===== src/rtl/reg_dump_pkg.sv =====
// Shared types and frame constants for the register dump UART.
// Bit-level FSM states and byte/bit terminal counts.
package reg_dump_pkg;

  typedef enum logic [1:0] {
    IDLE,
    START_BIT,
    DATA_BITS,
    STOP_BIT
  } state_t;

  localparam int FRAME_BYTES        = 5;
  localparam int DATA_BITS_PER_BYTE = 8;

  localparam logic [2:0] LAST_BYTE = 3'(FRAME_BYTES - 1);
  localparam logic [2:0] LAST_BIT  = 3'(DATA_BITS_PER_BYTE - 1);

endpackage


===== src/rtl/uart_tx_byte.sv =====
// 8N1 byte transmitter, LSB first, registered tx line.
// ready rises on the final stop cycle so a new byte follows with no gap.
module uart_tx_byte
  import reg_dump_pkg::*;
#(
  parameter int CLKS_PER_BIT = 868
) (
  input  logic       clk,
  input  logic       reset,
  input  logic       load,
  input  logic [7:0] data_in,
  output logic       ready,
  output logic       tx
);

  localparam int BW = $clog2(CLKS_PER_BIT);
  localparam logic [BW-1:0] BAUD_LAST = BW'(CLKS_PER_BIT - 1);

  state_t        state, state_n;
  logic [BW-1:0] baud, baud_n;
  logic [2:0]    bit_cnt, bit_n;
  logic [7:0]    shift, shift_n;
  logic          tx_n;
  logic          last;

  assign last = (baud == BAUD_LAST);

  // Bit-level state, baud counter, shifter and tx register.
  always_ff @(posedge clk) begin
    if (reset) begin
      state   <= IDLE;
      baud    <= '0;
      bit_cnt <= '0;
      shift   <= '0;
      tx      <= 1'b1;
    end else begin
      state   <= state_n;
      baud    <= baud_n;
      bit_cnt <= bit_n;
      shift   <= shift_n;
      tx      <= tx_n;
    end
  end

  // Next-state: each bit holds for CLKS_PER_BIT cycles.
  always_comb begin
    state_n = state;
    baud_n  = baud;
    bit_n   = bit_cnt;
    shift_n = shift;
    tx_n    = tx;
    ready   = 1'b0;
    unique case (state)
      IDLE: begin
        ready = 1'b1;
        tx_n  = 1'b1;
        if (load) begin
          state_n = START_BIT;
          tx_n    = 1'b0;
          baud_n  = '0;
          bit_n   = '0;
          shift_n = data_in;
        end
      end
      START_BIT: begin
        if (last) begin
          state_n = DATA_BITS;
          tx_n    = shift[0];
          baud_n  = '0;
        end else begin
          baud_n = baud + BW'(1);
        end
      end
      DATA_BITS: begin
        if (last) begin
          baud_n = '0;
          if (bit_cnt == LAST_BIT) begin
            state_n = STOP_BIT;
            tx_n    = 1'b1;
          end else begin
            bit_n   = bit_cnt + 3'd1;
            shift_n = {1'b0, shift[7:1]};
            tx_n    = shift[1];
          end
        end else begin
          baud_n = baud + BW'(1);
        end
      end
      STOP_BIT: begin
        if (last) begin
          ready  = 1'b1;
          baud_n = '0;
          if (load) begin
            state_n = START_BIT;
            tx_n    = 1'b0;
            bit_n   = '0;
            shift_n = data_in;
          end else begin
            state_n = IDLE;
            tx_n    = 1'b1;
          end
        end else begin
          baud_n = baud + BW'(1);
        end
      end
      default: state_n = IDLE;
    endcase
  end

endmodule


===== src/rtl/reg_dump_uart.sv =====
// Snapshots reg1..reg4 on start and sends HEADER + 4 bytes over UART.
// Owns frame sequencing, busy and the one-cycle done pulse.
module reg_dump_uart
  import reg_dump_pkg::*;
#(
  parameter int         CLKS_PER_BIT = 868,
  parameter logic [7:0] HEADER       = 8'hA5
) (
  input  logic       clk,
  input  logic       reset,
  input  logic [7:0] reg1,
  input  logic [7:0] reg2,
  input  logic [7:0] reg3,
  input  logic [7:0] reg4,
  input  logic       start,
  output logic       tx,
  output logic       busy,
  output logic       done
);

  logic [7:0] snap [FRAME_BYTES];
  logic [2:0] idx;
  logic       load;
  logic [7:0] data_in;
  logic       ready;

  // Byte feed: header on accept, next snapshot byte as each stop ends.
  always_comb begin
    load    = 1'b0;
    data_in = HEADER;
    if (!busy) begin
      load = start;
    end else if (ready && idx != LAST_BYTE) begin
      load    = 1'b1;
      data_in = snap[idx + 3'd1];
    end
  end

  // Frame control: capture, byte index, busy and done.
  always_ff @(posedge clk) begin
    if (reset) begin
      busy <= 1'b0;
      done <= 1'b0;
      idx  <= '0;
      for (int i = 0; i < FRAME_BYTES; i++) snap[i] <= '0;
    end else begin
      done <= 1'b0;
      if (!busy) begin
        if (start) begin
          snap[0] <= HEADER;
          snap[1] <= reg1;
          snap[2] <= reg2;
          snap[3] <= reg3;
          snap[4] <= reg4;
          busy    <= 1'b1;
          idx     <= '0;
        end
      end else if (ready) begin
        if (idx == LAST_BYTE) begin
          busy <= 1'b0;
          done <= 1'b1;
        end else begin
          idx <= idx + 3'd1;
        end
      end
    end
  end

  uart_tx_byte #(
    .CLKS_PER_BIT(CLKS_PER_BIT)
  ) u_tx (
    .clk    (clk),
    .reset  (reset),
    .load   (load),
    .data_in(data_in),
    .ready  (ready),
    .tx     (tx)
  );

endmodule


===== config.mk =====
export PLATFORM = sky130hd
export DESIGN_NAME = reg_dump_uart
export DESIGN_NICKNAME = d
export VERILOG_FILES = /design/src/rtl/reg_dump_pkg.sv /design/src/rtl/uart_tx_byte.sv /design/src/rtl/reg_dump_uart.sv
export SDC_FILE = /design/constraint.sdc
export NUM_CORES = 1
export LEC_CHECK = 0
export BUFFER_PORTS_ARGS = -buffer_cell sky130_fd_sc_hd__buf_4
export CAP_MARGIN = 5
export CORE_ASPECT_RATIO = 0.7
export CORE_MARGIN = 2
export CORE_UTILIZATION = 50
export CTS_CLUSTER_DIAMETER = 200
export DETAILED_ROUTE_END_ITERATION = 6
export PLACE_DENSITY = 0.7
export SYNTH_ARGS = -nofsm -noshare
export SYNTH_HDL_FRONTEND = slang
export SYNTH_SLANG_ARGS = --single-unit

===== constraint.sdc =====
create_clock -name clk -period 2.6 [get_ports clk]
set_input_delay 0.26 -clock clk [delete_from_list [all_inputs] [get_ports clk]]
set_output_delay 0.26 -clock clk [all_outputs]
set_load 0.005 [all_outputs]

Word-level counts from Yosys, hierarchy flattened

Memory sizes are Yosys's and may differ from the RTL's.
Index checks and enable logic that the tools add are counted.

Add/sub/neg operators: 3
Equality and inequality tests: 15
Muxes and demuxes: 51
Bitwise logic cells: 7
Reduce and logical (&&, ||, !) cells: 10

Operators by type and width:

| cell                                                                    | number |
|---|---|
| 8-bit 2-to-1 mux                                                        | 11 |
| 3-bit 2-to-1 mux                                                        | 8 |
| 8-bit one-hot mux with 3 select lines                                   | 1 |
| 10-bit 2-to-1 mux                                                       | 2 |
| 10-bit one-hot mux with 2 select lines                                  | 1 |
| 1-bit 2-to-1 mux                                                        | 19 |
| 10-bit by 1-bit adder with 10-bit output, second input constant         | 1 |
| 10-bit equality test, second input constant                             | 1 |
| 2-bit 2-to-1 mux                                                        | 5 |
| 2-bit by 1-bit inequality test with 1-bit output, second input constant | 5 |
| 3-bit one-hot mux with 3 select lines                                   | 1 |
| 2-bit one-hot mux with 4 select lines                                   | 1 |
| 3-bit by 1-bit adder with 3-bit output, second input constant           | 2 |
| 3-bit equality test, second input constant                              | 2 |
| 2-bit inequality test, second input constant                            | 3 |
| 3-bit AND reduction                                                     | 2 |
| 3-bit OR reduction                                                      | 2 |
| 1-bit OR                                                                | 5 |
| 5-bit AND reduction                                                     | 1 |
| 2-bit equality test, second input constant                              | 2 |
| 1-bit one-hot mux with 4 select lines                                   | 1 |
| 4-bit AND reduction                                                     | 1 |
| 3-bit inequality test, second input constant                            | 1 |
| 3-bit nonzero test                                                      | 1 |
| 6 further kinds                                                         | 7 |

Flip-flop bits (word level): 29
RAM bits: 40
Input bits: 35
Logic and storage cells: 95
Memories kept: 1

Memories:

| memory | words | width | rd ports | clocked after Yosys merged registers in | wr ports | line                | text |
|---|---|---|---|---|---|---|---|
| snap   | 5     | 8     | 1        | 0                                       | 5        | reg_dump_uart.sv:21 | `logic [7:0] snap [FRAME_BYTES];` |

Logic depth before layout (Yosys ltp)

Depth after elaboration: 9
Mapped depth: 9

Hierarchy

From an unflattened synthesis, not the netlist that was laid out.

Cells, all modules: 282
Area, all modules: 3,140.5 µm²

Modules (own cells, without submodules):

| module        | instances | cells each | area an instance (µm²) |
|---|---|---|---|
| reg_dump_uart | 1         | 131        | 1,770.4 |
| uart_tx_byte  | 1         | 151        | 1,370.1 |

Worst setup path before layout

OpenSTA, ideal clock, no wires.

Kind: register to register
From: register idx[0]
To: register u_tx.shift[6]
Data arrival time: 2,291 ps
Required time: 2,542 ps
Setup slack: 250 ps
Stages on the path, launching flop included: 10
Buffers on the path: 2
Clock period less this slack: 2,350 ps
Cells stage by stage: dfxtp_1 clkbuf_1 inv_1 ha_1 buf_2 mux2i_1 o211ai_1 or4b_1 a21oi_1 mux2_1

Longest elaborated chain between the ends: 7

RTL lines:

| what                                                                            | line                                     | text |
|---|---|---|
| start: declaration                                                              | reg_dump_uart.sv:22                      | `logic [2:0] idx;` |
| start signal: assignment                                                        | reg_dump_uart.sv:63                      | `idx <= idx + 3'd1;` |
| 3-bit by 1-bit adder with 3-bit output or 3-bit inequality test (tied branches) | reg_dump_uart.sv:35, reg_dump_uart.sv:33 |  |
| memory read 5 x 8 bit or 1-bit logical AND (tied branches)                      | -                                        |  |
| 8-bit 2-to-1 mux or 1-bit 2-to-1 mux (tied branches)                            | reg_dump_uart.sv:33                      | `end else if (ready && idx != LAST_BYTE) begin` |
| 8-bit 2-to-1 mux or 1-bit 2-to-1 mux (tied branches)                            | reg_dump_uart.sv:31                      | `if (!busy) begin` |
| 8-bit 2-to-1 mux *                                                              | uart_tx_byte.sv:57, uart_tx_byte.sv:93   |  |
| 8-bit 2-to-1 mux                                                                | uart_tx_byte.sv:90                       | `if (last) begin` |
| 8-bit one-hot mux with 3 select lines *                                         | uart_tx_byte.sv:53                       | `unique case (state)` |
| end signal: assignment                                                          | uart_tx_byte.sv:40                       | `shift <= shift_n;` |
| end: declaration                                                                | uart_tx_byte.sv:22                       | `logic [7:0] shift, shift_n;` |

Mark *: on every way between the ends. The rest lies on a longest branch, timed or not. The select of a mux whose other input is x is not followed.
A chain may end at the register's enable or synchronous reset.

Final worst setup path

From: register u_tx.state[0]
To: register u_tx.shift[3]

Longest elaborated chain between the ends: 8

RTL lines:

| what                                                     | line                                   | text |
|---|---|---|
| start: declaration                                       | uart_tx_byte.sv:19                     | `state_t state, state_n;` |
| start signal: assignment                                 | uart_tx_byte.sv:37                     | `state <= state_n;` |
| 2-bit equality test or 2-bit logical NOT (tied branches) | uart_tx_byte.sv:53                     |  |
| 1-bit one-hot mux with 2 select lines                    | uart_tx_byte.sv:53                     |  |
| 1-bit logical AND                                        | reg_dump_uart.sv:33                    |  |
| 8-bit 2-to-1 mux or 1-bit 2-to-1 mux (tied branches)     | reg_dump_uart.sv:33                    |  |
| 8-bit 2-to-1 mux or 1-bit 2-to-1 mux (tied branches)     | reg_dump_uart.sv:31                    |  |
| 8-bit 2-to-1 mux                                         | uart_tx_byte.sv:57, uart_tx_byte.sv:93 |  |
| 8-bit 2-to-1 mux                                         | uart_tx_byte.sv:90                     |  |
| 8-bit one-hot mux with 3 select lines                    | uart_tx_byte.sv:53                     |  |

Parallel ways exist; a longest one is shown, timed or not. The select of a mux whose other input is x is not followed.

==> results.json <==
{
  "worst_pin_slew_ns": 0.564,
  "synthArstFlopShare": 0,
  "gr-total-overflow": 0,
  "fp.dieH_um": 70.0,
  "cp-end-kind": "register",
  "crit_type": "reg -> reg",
  "numCtsBuffers": 9,
  "status": "finished, final reports clean",
  "fin_skew_ns": 0.00712,
  "intPower_w": 0.00206,
  "power_density_mw_per_mm2": 821,
  "layout_setup_ws_ns": 0.284,
  "crit_path_start": "u_tx.state[0]",
  "pwr-share-clk": 0.278,
  "rrSetupSlack_ns": 0.28,
  "relSlewSlack": 0.624,
  "start_util": 0.508,
  "cap_violations": 0,
  "grt_max_degree": 34,
  "synth_seq_cells": 62,
  "track_usage": 0.199,
  "cts_tree": "built",
  "port-buffer-count": 37,
  "cts_setup_buffers": 0,
  "required_ns": 2.88,
  "gp_congestion": 0.813,
  "ctsRootBufferMaster": "clkbuf_8",
  "arrival_ns": 2.59,
  "final_common_cell": "buf_4",
  "regArea_mm2": 0.00157,
  "cts_buffer_depth": 2,
  "wire_per_inst_um": 14.9,
  "ir_drop_mv": 0.369,
  "synth_edf_count": 33,
  "power_w": 0.00304,
  "post-place-ws_ns": 0.185,
  "area_growth_pct": 18.9,
  "cts.sinks": 62,
  "cp_max_fo": 9,
  "yosysWarnings": 0,
  "yosysSeqAreaShare": 0.505,
  "die_x_um": 98.3,
  "clock_latency_ns": 0.33,
  "first_pass_iters": 4,
  "synth_cell_types": 44,
  "combPwrFrac": 0.321,
  "grt_pass1_wl_mm": 10.7,
  "crit_path_end": "u_tx.shift[3]",
  "synthCells": 288,
  "synthTopCellsByArea": "edfxtp_1 32%, dfxtp_1 19%, and2_1 6.8%",
  "power_frac_seq": 0.400,
  "drive_gt1_frac": 0.208,
  "fin_crit_ns": 2.32,
  "p_sw_w": 0.000975,
  "htree_levels": 3,
  "antenna_cells": 0,
  "antenna_found_initial": 0,
  "slew_viol_final": 0,
  "multi_input_area_mm2": 0.00145,
  "clk_pin_slew_ns": 0.07,
  "dpl.hpwl_mm": 4.29,
  "synth_area_mm2": 0.00311,
  "cts_resized": 0,
  "postCtsHoldBufs": 0,
  "r2r_cells": 7,
  "dieArea_mm2": 0.00688,
  "synth_top_cell_area_share": 0.318,
  "final_util": 0.604,
  "syn_area_per_cell_um2": 10.8,
  "synth_top_cell_by_area": "edfxtp_1",
  "swShare": 0.321,
  "cellLeakagePower_nw": 1.47,
  "routed_wl_mm": 6.17,
  "first_iter_violations": 121,
  "hold_path.class": "in -> reg",
  "num-fill-cells": 527,
  "timing.rr.start": "u_tx.state[0]",
  "finalSetupViolCount": 0,
  "drc": 0,
  "dr_total_vias": 2256,
  "core_mm2": 0.00613,
  "whs_ns": 0.202,
  "synth_flop_cell": "edfxtp_1",
  "syn_nets": 334,
  "fin_setup_tns_ns": 0,
  "r2r-end": "u_tx.shift[3]",
  "row_count": 24,
  "io_pins": 38,
  "hold_viol_final": 0,
  "crit_path_start_kind": "register",
  "final_nets": 377,
  "rsz0062_at_grt": "false",
  "grt_pass1_vias": 2172,
  "worstHoldStart": "reg3[4]",
  "fin_crit_sh": 0.891,
  "mostFrequentLayoutCells": "46 x buf_4, 34 x and2_1, 33 x edfxtp_1, 29 x dfxtp_1, 21 x nor2_1",
  "antenna_left": 0,
  "via_per_inst": 5.45,
  "fmax_mhz": 432
}
-- registers in the layout, summed over array words and instances (netlist names) --
signal and count:
snap 33, u_tx.baud 10, u_tx.shift 8, idx 3, u_tx.bit_cnt 3, u_tx.state 2, busy 1, done 1
u_tx.tx 1
-- layout make-up --
class / count / share of cell area
well taps: 78 / 0.0264
inverters: 11 / 0.0112
flip-flops and latches: 62 / 0.425
multi-input cells: 201 / 0.390
clock buffers: 11 / 0.0382
repair buffers: 46 / 0.0933
clock inverters: 5 / 0.0159
-- layer usage --
metal  global-route usage  up-vias  part of all wire
met1                0.287     1082              0.51
met3               0.0581        4             0.038
met5                    0        -                 0
met2                0.286       49              0.44
li1                     -     1121                 -
met4               0.0685        0            0.0086
-- critical path, cell delays in order (launching register included) --
cell and delay, ns:
dfxtp_1 0.41, inv_1 0.13, ha_1 0.36, nand2b_1 0.21, nand2b_1 0.28, or4b_1 0.57, a21oi_1 0.18, mux2_1 0.14
-- synth_stat cells, drive strengths merged, types with 2 or more instances --
| cell | instances |
|---|---|
| and2 | 34 |
| edfxtp | 33 |
| dfxtp | 29 |
| nor2 | 21 |
| mux2i | 15 |
| nand2 | 13 |
| nand2b | 13 |
| a21oi | 11 |
| ha | 11 |
| inv | 11 |
| clkbuf | 10 |
| o21ai | 10 |
| nand3 | 9 |
| xnor2 | 7 |
| nor3 | 6 |
| mux2 | 5 |
| o211ai | 5 |
| a221o | 4 |
| buf | 4 |
| mux4 | 4 |
| or4b | 4 |
| a211oi | 3 |
| nor4 | 3 |
| nand3b | 2 |
| nand4 | 2 |
| or3 | 2 |
| xor2 | 2 |
-- metrics by stage --
| step | cells | cell area (um^2) |
|---|---|---|
| 4_1_cts | 414 | 3700 |
| 3_3_place_gp | 398 | 3500 |
| 2_1_floorplan | 288 | 3110 |
| 3_5_place_dp | 398 | 3500 |
| 6_report | 414 | 3700 |
| 5_1_grt | 414 | 3700 |
-- worst min-delay path by stage --
stage | to | cells after the start
after floorplan | busy | 2
after global placement | u_tx.baud[1] | 2
after detailed placement | u_tx.baud[1] | 2
after CTS | snap[3][4] | 2
after global routing | snap[1][4] | 2
final | snap[3][4] | 2
-- kinds of logic after synthesis --
group / share of synthesized area
AND/OR/NAND/NOR: 0.208
adder cells (fa/ha/maj): 0.0442
multiplexers: 0.0953
flip-flops: 0.505
XOR/XNOR: 0.0253
AO/OA/AOI/OAI: 0.0901
buffers and inverters: 0.0318
-- power by group through the flow --
| stage | registers, W | clock network [W] | logic [W] |
|---|---|---|---|
| after floorplan | 0.00122 | 0 | 0.000696 |
| after detailed placement | 0.00124 | 0 | 0.000956 |
| final | 0.00122 | 0.000846 | 0.000977 |
| after global routing | 0.00123 | 0.000923 | 0.00108 |
| after CTS | 0.00122 | 0.000873 | 0.000967 |
| after global placement | 0.00123 | 0 | 0.000946 |
Power figures use the tool's default switching activity.
